`config.mk`:
```
export PLATFORM = sky130hd
export DESIGN_NAME = reg16_bank_arbiter_flat
export DESIGN_NICKNAME = d
export VERILOG_FILES = /design/src/rtl/reg16_bank_arbiter_pkg.sv /design/src/rtl/reg16_bank_arbiter_if.sv /design/src/rtl/reg16_bank_arbiter_rr_arb2.sv /design/src/rtl/reg16_bank_arbiter.sv /design/src/flat_wrapper.sv
export SDC_FILE = /design/constraint.sdc
export NUM_CORES = 1
export LEC_CHECK = 0
export BUFFER_PORTS_ARGS = -buffer_cell sky130_fd_sc_hd__buf_2
export CAP_MARGIN = 40
export CORE_AREA = 2 2 72 74
export DETAILED_ROUTE_END_ITERATION = 8
export DIE_AREA = 0 0 74 76
export GPL_ROUTABILITY_DRIVEN = 0
export HOLD_SLACK_MARGIN = 0.1
export PLACE_DENSITY = 0.68
export SLEW_MARGIN = 5
export SYNTH_ARGS = -nofsm -noshare
export SYNTH_HDL_FRONTEND = slang
export SYNTH_SLANG_ARGS = --single-unit
```
`constraint.sdc`:
```
create_clock -name clk -period 1.86 [get_ports clk]
set_input_delay 0.186 -clock clk [delete_from_list [all_inputs] [get_ports clk]]
set_output_delay 0.186 -clock clk [all_outputs]
set_load 0.02 [all_outputs]
```
`src/rtl/reg16_bank_arbiter_pkg.sv`:
```
// Shared types and constants for the two-requester register bank arbiter.
// Latency: n/a (declarations only).
// Backpressure: n/a.
//
// Contents: FSM state encoding, default data width, and the reset value of
// the round-robin last-served pointer.
package reg_arb_pkg;

    // Transaction FSM: one arbitration sample, one bank access, one done cycle.
    typedef enum logic [1:0] {
        IDLE   = 2'd0,
        ACCESS = 2'd1,
        DONE   = 2'd2
    } state_t;

    // Default register data width.
    localparam int DW_DEFAULT = 16;

    // Last-served pointer reset value. 1 means "requester 1 was served last",
    // so requester 0 wins the first tie after reset.
    localparam logic PTR_RST = 1'b1;

endpackage : reg_arb_pkg

```
`src/rtl/reg16_bank_arbiter_if.sv`:
```
// Bundle of requester handshakes and register bank strobes for reg16_bank_arbiter.
// Latency: n/a (wires only).
// Backpressure: req is held with a stable command until the matching done pulse.
//
// Ports (signals):
//   req0/1, we0/1, addr0/1, wdata0/1 : requester commands
//   gnt0/1, done0/1, rdata           : requester responses
//   reg_cs, reg_w, reg_r, reg_din    : bank strobes and write data
//   reg_dout                         : muxed bank read data
// Modports: slave = arbiter side, master = requesters plus bank side.
interface reg16_bank_arbiter_if #(
    parameter int NUM_REGS = 4,
    parameter int DW       = reg_arb_pkg::DW_DEFAULT,
    parameter int AW       = $clog2(NUM_REGS)
);

    // Requester commands
    logic                req0;
    logic                req1;
    logic                we0;
    logic                we1;
    logic [AW-1:0]       addr0;
    logic [AW-1:0]       addr1;
    logic [DW-1:0]       wdata0;
    logic [DW-1:0]       wdata1;

    // Requester responses
    logic                gnt0;
    logic                gnt1;
    logic                done0;
    logic                done1;
    logic [DW-1:0]       rdata;

    // Register bank side
    logic [NUM_REGS-1:0] reg_cs;
    logic                reg_w;
    logic                reg_r;
    logic [DW-1:0]       reg_din;
    logic [DW-1:0]       reg_dout;

    modport slave (
        input  req0, req1, we0, we1, addr0, addr1, wdata0, wdata1, reg_dout,
        output gnt0, gnt1, done0, done1, rdata, reg_cs, reg_w, reg_r, reg_din
    );

    modport master (
        output req0, req1, we0, we1, addr0, addr1, wdata0, wdata1, reg_dout,
        input  gnt0, gnt1, done0, done1, rdata, reg_cs, reg_w, reg_r, reg_din
    );

endinterface : reg16_bank_arbiter_if

```
`src/rtl/reg16_bank_arbiter_rr_arb2.sv`:
```
// Two-way winner select for the register bank arbiter.
// Latency: combinational winner; pointer updates on the edge where take is high.
// Backpressure: none; losers simply keep requesting until they win.
//
// Ports: clk, rst (sync, active-high), req0, req1, take (winner accepted this
//        cycle), win1 (1 = requester 1 wins), any (some request present).
// Macro REG_ARB_RR_EN: defined = round-robin with a last-served pointer;
//        undefined = fixed priority, requester 0 wins ties, no pointer flop.
module rr_arb2
    import reg_arb_pkg::*;
(
    input  logic clk,
    input  logic rst,
    input  logic req0,
    input  logic req1,
    input  logic take,
    output logic win1,
    output logic any
);

    assign any = req0 | req1;

`ifdef REG_ARB_RR_EN
    // 1 = requester 1 was served last, 0 = requester 0 was served last.
    logic last;

    always_ff @(posedge clk) begin
        if (rst) begin
            last <= PTR_RST;
        end else if (take) begin
            last <= win1;
        end
    end

    // On a tie, serve whoever was not served last; otherwise the lone requester.
    always_comb begin
        win1 = req1;
        if (req0 && req1) begin
            win1 = ~last;
        end
    end
`else
    // Requester 0 always wins a tie.
    always_comb begin
        win1 = req1 & ~req0;
    end

    // Clock, reset and take have no state to drive in this configuration.
    logic unused_fixed_prio;
    assign unused_fixed_prio = ^{clk, rst, take};
`endif

endmodule : rr_arb2

```
`src/rtl/reg16_bank_arbiter.sv`:
```
// Shares a bank of NUM_REGS x DW registers between two req/done requesters.
// Latency: req seen at edge N -> ACCESS N..N+1, done pulse N+1..N+2 (3 cycles min).
// Backpressure: losing/queued requester holds req; commands are latched at grant.
//
// Ports:
//   clk  : clock, all state changes on the rising edge
//   rst  : synchronous reset, active-high, overrides every other input
//   bus  : reg16_bank_arbiter_if.slave (requester commands/responses, bank strobes)
// Arbitration policy lives in rr_arb2 (round-robin when REG_ARB_RR_EN is defined,
// fixed priority for requester 0 otherwise).
module reg16_bank_arbiter
    import reg_arb_pkg::*;
#(
    parameter int NUM_REGS = 4,
    parameter int DW       = DW_DEFAULT
) (
    input  logic                  clk,
    input  logic                  rst,
    reg16_bank_arbiter_if.slave   bus
);

    localparam int AW = $clog2(NUM_REGS);

    state_t          state;
    state_t          state_nxt;

    // Latched command of the current owner
    logic            cmd_owner;     // 0 = requester 0, 1 = requester 1
    logic            cmd_we;
    logic [AW-1:0]   cmd_addr;
    logic [DW-1:0]   cmd_wdata;
    logic [DW-1:0]   rdata_q;

    logic            win1;
    logic            any;
    logic            grant;
    logic            addr_ok;

    // A grant happens only from IDLE; this is also the pointer update strobe.
    assign grant = (state == IDLE) && any;

    // Slots beyond NUM_REGS exist in the address space when NUM_REGS is not a
    // power of two; such accesses select nothing and read back zero.
    assign addr_ok = ({1'b0, cmd_addr} < (AW+1)'(NUM_REGS));

    rr_arb2 u_arb (
        .clk  (clk),
        .rst  (rst),
        .req0 (bus.req0),
        .req1 (bus.req1),
        .take (grant),
        .win1 (win1),
        .any  (any)
    );

    // State register
    always_ff @(posedge clk) begin
        if (rst) begin
            state <= IDLE;
        end else begin
            state <= state_nxt;
        end
    end

    // Command latch: requesters may drop req or change the command once granted.
    always_ff @(posedge clk) begin
        if (rst) begin
            cmd_owner <= 1'b0;
            cmd_we    <= 1'b0;
            cmd_addr  <= '0;
            cmd_wdata <= '0;
        end else if (grant) begin
            cmd_owner <= win1;
            cmd_we    <= win1 ? bus.we1    : bus.we0;
            cmd_addr  <= win1 ? bus.addr1  : bus.addr0;
            cmd_wdata <= win1 ? bus.wdata1 : bus.wdata0;
        end
    end

    // Read capture on the edge closing ACCESS; writes leave rdata untouched.
    always_ff @(posedge clk) begin
        if (rst) begin
            rdata_q <= '0;
        end else if ((state == ACCESS) && !cmd_we) begin
            rdata_q <= addr_ok ? bus.reg_dout : '0;
        end
    end

    assign bus.rdata = rdata_q;

    // Next state and all decoded outputs
    always_comb begin
        state_nxt   = state;
        bus.gnt0    = 1'b0;
        bus.gnt1    = 1'b0;
        bus.done0   = 1'b0;
        bus.done1   = 1'b0;
        bus.reg_cs  = '0;
        bus.reg_w   = 1'b0;
        bus.reg_r   = 1'b0;
        bus.reg_din = '0;

        case (state)
            IDLE: begin
                if (any) begin
                    state_nxt = ACCESS;
                end
            end

            ACCESS: begin
                bus.gnt0    = ~cmd_owner;
                bus.gnt1    =  cmd_owner;
                // One-hot select; an out-of-range address matches no slot.
                for (int i = 0; i < NUM_REGS; i++) begin
                    bus.reg_cs[i] = (cmd_addr == AW'(i));
                end
                bus.reg_w   =  cmd_we;
                bus.reg_r   = ~cmd_we;
                bus.reg_din =  cmd_wdata;
                state_nxt   = DONE;
            end

            DONE: begin
                bus.gnt0  = ~cmd_owner;
                bus.gnt1  =  cmd_owner;
                bus.done0 = ~cmd_owner;
                bus.done1 =  cmd_owner;
                state_nxt = IDLE;
            end

            default: begin
                state_nxt = IDLE;
            end
        endcase
    end

endmodule : reg16_bank_arbiter

```
`src/flat_wrapper.sv`:
```
// flat-port wrapper written by rule: the top's interface ports become plain ports
module reg16_bank_arbiter_flat import reg_arb_pkg::*;
#(
    parameter int NUM_REGS = 4,
    parameter int DW       = DW_DEFAULT
)
  (clk, rst, bus_req0, bus_req1, bus_we0, bus_we1, bus_addr0, bus_addr1, bus_wdata0, bus_wdata1, bus_reg_dout, bus_gnt0, bus_gnt1, bus_done0, bus_done1, bus_rdata, bus_reg_cs, bus_reg_w, bus_reg_r, bus_reg_din);
  reg16_bank_arbiter_if #(.NUM_REGS(NUM_REGS), .DW(DW)) bus_i ();
  input  logic clk;
  input  logic rst;
  input wire logic [$bits(bus_i.req0)-1:0] bus_req0;
  input wire logic [$bits(bus_i.req1)-1:0] bus_req1;
  input wire logic [$bits(bus_i.we0)-1:0] bus_we0;
  input wire logic [$bits(bus_i.we1)-1:0] bus_we1;
  input wire logic [$bits(bus_i.addr0)-1:0] bus_addr0;
  input wire logic [$bits(bus_i.addr1)-1:0] bus_addr1;
  input wire logic [$bits(bus_i.wdata0)-1:0] bus_wdata0;
  input wire logic [$bits(bus_i.wdata1)-1:0] bus_wdata1;
  input wire logic [$bits(bus_i.reg_dout)-1:0] bus_reg_dout;
  output wire logic [$bits(bus_i.gnt0)-1:0] bus_gnt0;
  output wire logic [$bits(bus_i.gnt1)-1:0] bus_gnt1;
  output wire logic [$bits(bus_i.done0)-1:0] bus_done0;
  output wire logic [$bits(bus_i.done1)-1:0] bus_done1;
  output wire logic [$bits(bus_i.rdata)-1:0] bus_rdata;
  output wire logic [$bits(bus_i.reg_cs)-1:0] bus_reg_cs;
  output wire logic [$bits(bus_i.reg_w)-1:0] bus_reg_w;
  output wire logic [$bits(bus_i.reg_r)-1:0] bus_reg_r;
  output wire logic [$bits(bus_i.reg_din)-1:0] bus_reg_din;
  assign bus_i.req0 = bus_req0;
  assign bus_i.req1 = bus_req1;
  assign bus_i.we0 = bus_we0;
  assign bus_i.we1 = bus_we1;
  assign bus_i.addr0 = bus_addr0;
  assign bus_i.addr1 = bus_addr1;
  assign bus_i.wdata0 = bus_wdata0;
  assign bus_i.wdata1 = bus_wdata1;
  assign bus_i.reg_dout = bus_reg_dout;
  assign bus_gnt0 = bus_i.gnt0;
  assign bus_gnt1 = bus_i.gnt1;
  assign bus_done0 = bus_i.done0;
  assign bus_done1 = bus_i.done1;
  assign bus_rdata = bus_i.rdata;
  assign bus_reg_cs = bus_i.reg_cs;
  assign bus_reg_w = bus_i.reg_w;
  assign bus_reg_r = bus_i.reg_r;
  assign bus_reg_din = bus_i.reg_din;
  reg16_bank_arbiter #(.NUM_REGS(NUM_REGS), .DW(DW)) u_core (.clk(clk), .rst(rst), .bus(bus_i));
endmodule
```
; Yosys cells after proc, flatten, opt, wreduce, memory -nomap -nowiden
; Index checks and enable logic that the tools add are counted.
[word_totals]
ff_bits = 38
in_bits = 58
output_inout_bits = 42
word_cells = 36
[op_classes]
n_eq_ne = 6
muxes = 13
n_bitwise = 5
n_reduce_logical = 6
[ops]
columns = operator, count
row1 = 2-to-1 mux 16 bit, 2
row2 = 2-to-1 mux 1 bit, 7
row3 = "== test 2 bit, second input constant", 3
row4 = "== test 2 x 1 -> 1 bit, second input constant", 2
row5 = logical NOT 2 bit, 2
row6 = 2-to-1 mux 2 bit, 2
row7 = 2-to-1 mux 4 bit, 1
row8 = case mux 2 bit (2 select lines), 1
row9 = NOT 1 bit, 3
row10 = logical AND 1 bit, 2
row11 = "inequality test 2 x 1 -> 1 bit, second input constant", 1
row12 = OR reduction 2 bit, 1
row13 = bitwise AND 1 bit, 1
row14 = logical NOT 1 bit, 1
row15 = OR 1 bit, 1

; Logic depth before layout (Yosys ltp)
[logic_depth]
depth_word = 3
depth_mapped = 8
mapped_depth_nobuf = 6

; Cells and area by module
; A second synthesis with hierarchy kept.
[unflattened]
hier_cells = 203
area_unflattened_um2 = 1878.1
[modules_own_cells]
columns = mod, instances, cells_each, area_per_inst_um2, seq_area_each_um2
row1 = reg16_bank_arbiter, 1, 201, 1865.5, 760.7
row2 = rr_arb2, 1, 2, 12.5, 0.0

; Worst setup path after synthesis
; OpenSTA, ideal clock, no wires.
[synth_timing]
path_type = register to register
from = register u_core.state[1]
to = register u_core.rdata_q[10], in the netlist u_core.bus.rdata[10]
arrival_ns = 1.305
path_slack_ns = 0.484
path_stages_with_launch = 9
path_buffers = 2
period_less_slack_ns = 1.376
cell_sequence = dfxtp_1 inv_1 ha_1 nand2b_1 buf_2 inv_2 buf_2 nand2_1 a21oi_1
[synth_via]
elab_chain_len = 2
[synth_rtl]
columns = item, line_no
row1 = "start, declared", reg16_bank_arbiter.sv:24  ; state_t state;
row2 = "start signal, assigned", reg16_bank_arbiter.sv:61  ; state <= state_nxt;
row3 = == test 2 x 1 -> 1 bit, reg16_bank_arbiter.sv:84  ; end else if ((state == ACCESS) && !cmd_we) begin
row4 = logical AND 1 bit, reg16_bank_arbiter.sv:84
row5 = "end signal, assigned", reg16_bank_arbiter.sv:85  ; rdata_q <= addr_ok ? bus.reg_dout : '0;
row6 = "end, declared", reg16_bank_arbiter.sv:32  ; logic [DW-1:0] rdata_q;
; No other way between the ends.
; A chain may end at the register's enable or synchronous reset.

; Worst setup path after layout
[layout_timing]
from = register u_core.state[1]
to = output bus_reg_r
[layout_via]
elab_chain_len = 2
[layout_rtl]
columns = item, line_no
row1 = == test 2 x 1 -> 1 bit, reg16_bank_arbiter.sv:103  ; case (state)
row2 = 2-to-1 mux 1 bit, reg16_bank_arbiter.sv:103
row3 = "end, declared", flat_wrapper.sv:27  ; output wire logic [$bits(bus_i.reg_r)-1:0] bus_reg_r;
; No other way between the ends.

==> impl_metrics.toml <==
[placed_design]
io_buffers = 99
dpl.cell_count = 379
dp_hpwl_um = 3017

[detailed_routing]
routed-via-count = 1728
drtIter0Drc = 65
dr.pass1.iters = 4
drc_errors = 0
drt-total-wl_um = 4251
wl_per_cell_um = 10.98
ant_nets = 0
viasPerCell = 4.465

[final_layout]
stdcell_count = 387
post-route-util = 0.4883
drive_gt1_frac = 0.3596
area_growth_pct = 35.67
nets = 378
final_cell_mix = "99 x buf_2, 71 x nand2_1, 38 x dfxtp_1"
final_common_cell = "buf_2"
diodes = 0

[clocking]
cts-root-buf = "clkbuf_8"
ctsHtreeMaxLevel = 2
numCtsBuffers = 5
clk_latency_ns = 0.29
clock_sinks = 38
clk_path_buf_depth = 2
path_clk_slew_ns = 0.07
post_cts_buffers = 0
cts_tree = "built"

[synthesis]
synth_top_area_frac = 0.4303
yosys.area.top_type = "dfxtp_1"
syn_area_per_cell_um2 = 7.964
synth_area_leaders = "dfxtp_1 43%, nand2_1 15%, a311oi_1 8.4%"
ys.warnings.count = 0
synth_fp_nets = 284
ys_ff_latch = 38
syn_area_um2 = 1768
yosys.cell_types.count = 26
ys_seq_area_frac = 0.4303
synthCells = 222

[global_route]
antenna_found_initial = 0
grt_pass1_wl_um = 6720
first_global_vias = 1531
grt_max_degree = 39
track_usage = 0.1499
grt-ovfl-total = 0

[die]
dieHeight_um = 76
coreArea_um2 = 4912
fp.dieArea_um2 = 5624
num_io_pins = 100
rows = 26
start_util = 0.3599
die_x_um = 74

[sta]
fin_skew_ns = 0.005392
rsz0062_at_grt = "false"
maxClockFrequency_mhz = 586.3
min_period_ns = 1.706
finalCritPeriodShare = 0.9171
tightest_slew_ns = 0.7341
hold_viol = 0
setup_tns_ns = 0
setup_viol = 0
slew_viol_final = 0
max_slew_margin = 0.5106

[pwr]
leakage_nw = 1.177
vdd_drop_max_mv = 0.3156
p_total_mw = 2.133
p_per_area_nw_per_um2 = 889.4

[setup_path]
r2r_cells = 6
path_delay_family = "buffers and inverters"
crit_slowest_cell = "dfxtp_1"
required_ns = 1.67
rrSetupSlack_ns = 0.39
cp_cell_sequence = "inv_1, ha_1, nand2b_1, inv_2, buf_2"
regToRegEndpoint = "u_core.cmd_addr[1]"
slowest_delay_ns = 0.33
critical_path.max_fanout = 17
r2r-start = "u_core.state[1]"
cp.arrival_ns = 1.52
crit_type = "reg -> out"
end_kind = "output pin"
worst-path-buf-inv = 3
worstSetupStartpointType = "register"

[min_path]
hold_path_class = "in -> reg"
hold_depth = 3
hold_path_startpoint = "bus_reg_dout[12]"
holdPathEnd = "u_core.bus.rdata[12]"

[status]
status = "finished, final reports clean"

[job]
drv_cap = 0
-- worst min-delay path, delay by kind of cell --
| kind | cells | cell delay, ns |
|---|---|---|
| buffers and inverters | 1 | 0.09 |
| and+or+nand+nor | 1 | 0.04 |
| AOI/OAI and AO/OA | 1 | 0.05 |
-- cell usage after synthesis --
master     n
nand2_1   71
dfxtp_1   38
nor2_1    21
and2_1    19
a21oi_1   17
a311oi_1  17
buf_2      5
buf_6      4
ha_1       4
clkbuf_1   3
nor3b_1    3
a311oi_2   2
buf_1      2
inv_1      2
nand2b_1   2
nor2b_1    2
a211oi_1   1
and3_1     1
and3b_1    1
buf_12     1
buf_4      1
inv_2      1
mux2i_1    1
nor2b_2    1
nor3_1     1
o21a_1     1
-- report_power, final --
| group | switching [mW] | internal [mW] | total, mW |
|---|---|---|---|
| Combinational | 0.297 | 0.209 | 0.506 |
| Sequential | 0.0457 | 0.900 | 0.946 |
| Clock | 0.280 | 0.401 | 0.681 |
-- cells by family (layout without fill, tap and decap cells) --
logic type	count (synthesis)	count (layout)	share of synthesized area
flip-flops	38	38	0.4303
adder cells (fa/ha/maj)	4	4	0.02831
AND/OR/NAND/NOR	122	122	0.3057
buffers and inverters	19	114	0.07219
AO/OA/AOI/OAI	38	38	0.1578
multiplexers	1	1	0.005662
-- what timing repair did --
item,in CTS,in global routing
resized for setup,0,1
setup endpoints to repair,0,17
hold buffers,0,0
-- worst max path at each step --
stage | slack, ns | to | start | cells after the start
after detailed placement | 0.39 | bus_reg_w | u_core.state[1] | 4
after global routing | 0.03 | bus_reg_r | u_core.state[1] | 5
after CTS | 0.06 | bus_reg_w | u_core.state[1] | 4
after global placement | 0.43 | bus_reg_din[0] | u_core.state[1] | 4
after floorplan | 0.48 | u_core.bus.rdata[10] | u_core.state[1] | 8
final | 0.15 | bus_reg_r | u_core.state[1] | 5
-- cell type report --
class,instances,area (µm²)
inverter,3,11.26
fill,490,2514
tap,70,87.58
clock buffer,7,76.32
clock inverter,1,30.03
sequential,38,760.7
timing repair buffer,103,550.5
multi-input combinational,165,882.1
-- stage by stage --
stage / hold WS, ns / setup WS (ns) / instance area [µm²]
after floorplan: 0.2861 / 0.4843 / 1768
after global placement: 0.4297 / 0.4289 / 2290
after detailed placement: 0.4336 / 0.3892 / 2290
after CTS: 0.1220 / 0.06438 / 2396
after global routing: 0.1250 / 0.02639 / 2399
final: 0.1288 / 0.1543 / 2399
-- per-layer routing --
metal,track usage,share of wire
met3,0.03836,0.083
met4,0.06000,0.016
met2,0.2554,0.46
met5,0,0
met1,0.1749,0.44
-- registers in the layout (all words and copies together) (netlist names) --
name / flops
u_core.bus.rdata: 16
u_core.cmd_wdata: 16
u_core.cmd_we: 1
u_core.cmd_addr: 2
u_core.cmd_owner: 1
u_core.state: 2
Power figures use the tool's default switching activity.
